<file path="config.mk">
export PLATFORM = sky130hd
export DESIGN_NAME = riscv_retire_monitor
export DESIGN_NICKNAME = d
export VERILOG_FILES = /design/src/rtl/riscv_pkg.sv /design/src/rtl/riscv_halt_detector.sv /design/src/rtl/riscv_retire_monitor.sv
export SDC_FILE = /design/constraint.sdc
export NUM_CORES = 1
export LEC_CHECK = 0
export CAP_MARGIN = 30
export CORE_MARGIN = 5
export CORE_UTILIZATION = 43
export CTS_CLUSTER_SIZE = 24
export DETAILED_ROUTE_END_ITERATION = 8
export PLACE_DENSITY = 0.91
export SLEW_MARGIN = 20
export SYNTH_ARGS = -nofsm -noshare
export SYNTH_HDL_FRONTEND = slang
export SYNTH_HIERARCHICAL = 1
export SYNTH_SLANG_ARGS = --single-unit
</file>
<file path="constraint.sdc">
create_clock -name CLK -period 3.2 [get_ports CLK]
set_clock_uncertainty 0.2 [all_clocks]
set_input_delay 0.48 -clock CLK [delete_from_list [all_inputs] [get_ports CLK]]
set_output_delay 0.48 -clock CLK [all_outputs]
set_load 0.01 [all_outputs]
</file>
<file path="src/rtl/riscv_pkg.sv">
// Shared constants and types for the retire-side observer blocks.
// Opcode constants, default halt-sequence words and the halt FSM state type.
package riscv_pkg;

   localparam logic [6:0]  OP_BRANCH      = 7'b1100011;
   localparam logic [6:0]  OP_STORE       = 7'b0100011;

   localparam logic [31:0] HALT_INST0_DEF = 32'h00C0_0093;  // addi x1,x0,12
   localparam logic [31:0] HALT_INST1_DEF = 32'h0000_8067;  // jalr x0,0(x1)

   typedef enum logic [1:0] {
      IDLE   = 2'd0,
      ARMED  = 2'd1,
      HALTED = 2'd2
   } halt_state_e;

endpackage

</file>
<file path="src/rtl/riscv_halt_detector.sv">
// Watches the retire stream for the two-word halt sequence; HALT is sticky
// until reset. Only valid retires advance the FSM, so bubbles never disarm it.
module riscv_halt_detector
   import riscv_pkg::*;
#(
   parameter logic [31:0] HALT_INST0 = HALT_INST0_DEF,
   parameter logic [31:0] HALT_INST1 = HALT_INST1_DEF
) (
   input  logic        CLK,
   input  logic        RSTn,
   input  logic        RET_VALID,
   input  logic [31:0] RET_INST,
   output logic        HALT
);

   halt_state_e state, state_next;

   // NOTE: state registers use non-blocking assignment so every flop samples pre-edge values.
   always_ff @(posedge CLK) begin
      if (!RSTn) state <= IDLE;
      else       state <= state_next;
   end

   // NOTE: state_next is assigned a default first so no path through the case infers a latch.
   always_comb begin
      state_next = state;
      if (RET_VALID) begin
         unique case (state)
            IDLE:    if (RET_INST == HALT_INST0) state_next = ARMED;
            ARMED: begin
               if      (RET_INST == HALT_INST1) state_next = HALTED;
               else if (RET_INST == HALT_INST0) state_next = ARMED;
               else                             state_next = IDLE;
            end
            HALTED:  state_next = HALTED;
            default: state_next = IDLE;
         endcase
      end
   end

   assign HALT = (state == HALTED);

endmodule

</file>
<file path="src/rtl/riscv_retire_monitor.sv">
// Commit-side observer: retired-instruction counter, observable output port,
// halt detection and a watchdog flag. Never feeds back into the datapath.
module riscv_retire_monitor
   import riscv_pkg::*;
#(
   parameter logic [31:0] HALT_INST0 = HALT_INST0_DEF,
   parameter logic [31:0] HALT_INST1 = HALT_INST1_DEF,
   parameter logic [31:0] MAX_INST   = 32'hFFFF_FFFF
) (
   input  logic        CLK,
   input  logic        RSTn,
   input  logic        RET_VALID,
   input  logic [31:0] RET_INST,
   input  logic        RET_RD_WE,
   input  logic [31:0] RET_RD_WD,
   input  logic        RET_BR_TAKEN,
   input  logic [31:0] RET_MEM_ADDR,
   output logic [31:0] NUM_INST,
   output logic [31:0] OUTPUT_PORT,
   output logic        HALT,
   output logic        TIMEOUT
);

   logic        retire;
   logic        count_en;
   logic [31:0] count_next;
   logic [31:0] out_next;

   riscv_halt_detector #(
      .HALT_INST0 (HALT_INST0),
      .HALT_INST1 (HALT_INST1)
   ) u_halt_detector (
      .CLK       (CLK),
      .RSTn      (RSTn),
      .RET_VALID (RET_VALID),
      .RET_INST  (RET_INST),
      .HALT      (HALT)
   );

   // Once halted the architectural view is frozen; the halting jalr itself still counts.
   assign retire     = RET_VALID && !HALT;
   assign count_en   = retire && (NUM_INST != 32'hFFFF_FFFF);
   assign count_next = NUM_INST + 32'd1;

   always_comb begin
      out_next = OUTPUT_PORT;
      if (retire) begin
         if      (RET_INST[6:0] == OP_BRANCH) out_next = {31'b0, RET_BR_TAKEN};
         else if (RET_INST[6:0] == OP_STORE)  out_next = RET_MEM_ADDR;
         else if (RET_RD_WE)                  out_next = RET_RD_WD;
      end
   end

   // Counter and output port share one edge so the bench always sees a matched pair.
   always_ff @(posedge CLK) begin
      if (!RSTn) begin
         NUM_INST    <= 32'd0;
         OUTPUT_PORT <= 32'd0;
         TIMEOUT     <= 1'b0;
      end else begin
         OUTPUT_PORT <= out_next;
         if (count_en) begin
            NUM_INST <= count_next;
            if (count_next == MAX_INST) TIMEOUT <= 1'b1;
         end
      end
   end

endmodule

</file>
==> impl_metrics.env <==
export IMPL_run_status="finished, final reports clean"
export IMPL_crit_fanout=8
export IMPL_worstHoldStart="u_halt_detector/state[1]"
export IMPL_depth_of_the_worst_hold_timing_path=2
export IMPL_detail_route_wirelength_um=12200
export IMPL_die_w_um=105
export IMPL_hpwlAfterDp_um=9010
export IMPL_numCtsBuffers=9
export IMPL_cts_root_buf="clkbuf_8"
export IMPL_ctsLongestPathBuffers=2
export IMPL_avgSynthCellArea_um2=8.39
export IMPL_synth_seq_area_share_pct=34.5
export IMPL_layout_min_cycle_time_ps=2720
export IMPL_cts_setup_buffers=0
export IMPL_num_fill_cells=712
export IMPL_row_count=34
export IMPL_drc_errors=0
export IMPL_placed_cells=710
export IMPL_tns_ps=0
export IMPL_worst_hold_slack_ps=300
export IMPL_finish_utilization_pct=67.4
export IMPL_initial_utilization_pct=44.3
export IMPL_grt_pass1_wl_um=19400
export IMPL_drt_wirelength_per_cell_um=16.7
export IMPL_power_per_cell_area_nw_per_um2=368
export IMPL_max_cap_violations=0
export IMPL_endpoint_kind_of_the_worst_setup_timing_path="flip-flop"
export IMPL_synth_edff_count=0
export IMPL_final_layout_size_suffix_gt1_share_pct=6.46
export IMPL_die_height_um=105
export IMPL_finalHoldViolCount=0
export IMPL_vias=4171
export IMPL_ctsHtreeMaxLevel=3
export IMPL_synthXorXnorAreaFrac_pct=8.56
export IMPL_via_count_of_the_first_global_routing_pass=4163
export IMPL_clk_pin_slew_ps=80
export IMPL_i_o_pin_total=167
export IMPL_netlist_cell_type_count=52
export IMPL_antennaDiodeCount=0
export IMPL_timing_critical_path_arrival_ps=2780
export IMPL_register_bit_count_reported_by_yosys=67
export IMPL_postRouteAntennaNets=0
export IMPL_grt_setup_unrepaired="false"
export IMPL_post_cts_resized=0
export IMPL_yosys_most_used_dff="dfxtp_1"
export IMPL_nNetsFinal=717
export IMPL_groute_usage_overall_pct=21.1
export IMPL_post_synth_mux_area_share_pct=0.515
export IMPL_peakVddDrop_uv=260
export IMPL_p_leak_nw=2.49
export IMPL_report_final_slew_viol_count=0
export IMPL_timing_rr_end="TIMEOUT"
export IMPL_fin_cells=727
export IMPL_tritoncts="yes"
export IMPL_clock_latency_ps=340
export IMPL_synthesis_area_um2=3890
export IMPL_async_reset_ff_share_pct=0
export IMPL_reg2reg_from="NUM_INST[9]"
export IMPL_netlist_instances=463
export IMPL_antenna_found_initial=0
export IMPL_yosys_warnings=6
export IMPL_synth_fp_nets=566
export IMPL_drc_marker_count_from_the_first_detailed_route_iteration=160
export IMPL_die_area_um2=11000
export IMPL_area_fraction_in_compound_gates_after_synthesis_pct=19.9
export IMPL_synth_simple_area_share_pct=28.1
export IMPL_drt_pass1_iterations=5
export IMPL_area_growth_syn_to_layout_pct=52.0
export IMPL_worst_pin_slew_ps=674
export IMPL_routabilityCongestion=0.900
export IMPL_worst_r2r_cell_count=6
export IMPL_fin_crit_sh_pct=84.9
export IMPL_power_after_layout_w=0.00218
export IMPL_fmaxAchievable_mhz=368
export IMPL_main_combinational_cell_family_by_area_after_synthesis="simple AND/OR/NAND/NOR gates"
export IMPL_placement_io_buffers=166
export IMPL_timing_critical_path_from_type="flip-flop"
export IMPL_hold_path_endpoint="u_halt_detector/state[1]"
export IMPL_hold_buffers=0
export IMPL_register_to_register_setup_slack_ps=480
export IMPL_slew_limit_headroom_pct=54.8
export IMPL_worstHoldPathType="flip-flop to flip-flop"
export IMPL_synth_adder_area_share_pct=0.644
export IMPL_worstSetupPathType="flip-flop to flip-flop"
export IMPL_cp_required_ps=3260
export IMPL_route_detailed_vias_per_inst=5.74
export IMPL_setup_viol=0
export IMPL_fp_coreArea_um2=8760
export IMPL_globalRoute_totalOverflow=0
export IMPL_cts_sinks=67
export IMPL_grt_start_max_net_pins=70
layer usage:
layer	GRT usage (%)	routed length, um
met3	7.89	1410
met5	0	0
met2	35.6	5900
met4	8.95	330
met1	23.8	4510
cell usage after synthesis, drive strengths merged, types with 4 or more instances:
cell / instances / area [um^2]
o211a: 32 / 320
xnor2: 33 / 289
nor3: 11 / 55.1
inv: 36 / 135
o311ai: 31 / 272
dfxtp: 67 / 1340
nor2: 11 / 41.3
nand2: 56 / 210
and4: 4 / 35.0
and2: 34 / 213
buf: 8 / 55.1
nor4: 11 / 81.3
nand3: 22 / 110
nor2b: 5 / 31.3
clkbuf: 30 / 113
xor2: 5 / 43.8
a21oi: 5 / 25.0
nand4: 23 / 165
flip-flops by register name, indices dropped and copies added, names as in the netlist:
signal / count
TIMEOUT: 1
u_halt_detector/state: 2
OUTPUT_PORT: 32
NUM_INST: 32
worst max-delay path, stage by stage (launching register included):
cell and delay (ps):
dfxtp_1 500, nand4_2 210, or3_1 550, or4_4 520, a221oi_2 290, nand4_1 160
o31ai_2 190
worst max path at each step:
stage | slack [ps] | endpoint | startpoint | cells past startpoint
final | 480 | TIMEOUT | NUM_INST[9] | 6
after detailed placement | 300 | NUM_INST[3] | RET_VALID | 6
after floorplan | 710 | TIMEOUT | NUM_INST[1] | 8
after global placement | 380 | NUM_INST[23] | RET_VALID | 6
after CTS | 460 | NUM_INST[4] | NUM_INST[0] | 7
after global routing | 340 | TIMEOUT | NUM_INST[9] | 6
power breakdown:
part	switching [W]	internal [W]
Sequential	0.0000205	0.000863
Clock	0.000347	0.000619
Combinational	0.000122	0.000205
Total	0.000489	0.00169
cell families after synthesis:
| family | after synthesis |
|---|---|
| AND/OR/NAND/NOR | 195 |
| multiplexers | 2 |
| buffers and inverters | 74 |
| XOR/XNOR | 38 |
| AO/OA/AOI/OAI | 85 |
| flip-flops | 67 |
| adder cells (fa/ha/maj) | 2 |
per-stage QoR:
stage / worst slack [ps] / instance area (um^2)
floorplan: 713 / 3890
global placement: 381 / 5620
detailed placement: 298 / 5620
CTS: 457 / 5900
global route: 336 / 5910
finish: 484 / 5910
cell type report:
class | count | area (um^2) | area share, %
Clock inverter | 6 | 136 | 2.31
Clock buffer | 10 | 138 | 2.33
Timing Repair Buffer | 178 | 1760 | 29.8
Inverter | 36 | 135 | 2.29
Tap cell | 108 | 135 | 2.29
Multi-Input combinational cell | 322 | 2260 | 38.2
Sequential cell | 67 | 1340 | 22.7
cell usage in the layout (no fill, tap or decap), types with 3 or more instances in the layout:
cell	Yosys	layout
nor4_1	9	9
a21oi_1	5	5
nand2_1	56	56
xor2_1	5	5
and4_1	4	4
nand4b_1	3	3
xnor2_1	33	33
clkbuf_8	0	10
nand3_1	22	21
o21ai_0	3	3
bufinv_16	0	4
nor2b_1	5	5
and3_1	3	3
clkdlybuf4s50_1	0	165
nor3_1	11	11
nor2_1	11	11
o211a_1	32	32
buf_4	1	10
inv_1	36	36
nor4b_1	3	3
and2_1	33	33
dfxtp_1	67	67
nand4_1	21	21
o311ai_0	31	31
Note: power is estimated with default switching activity, not from simulation.
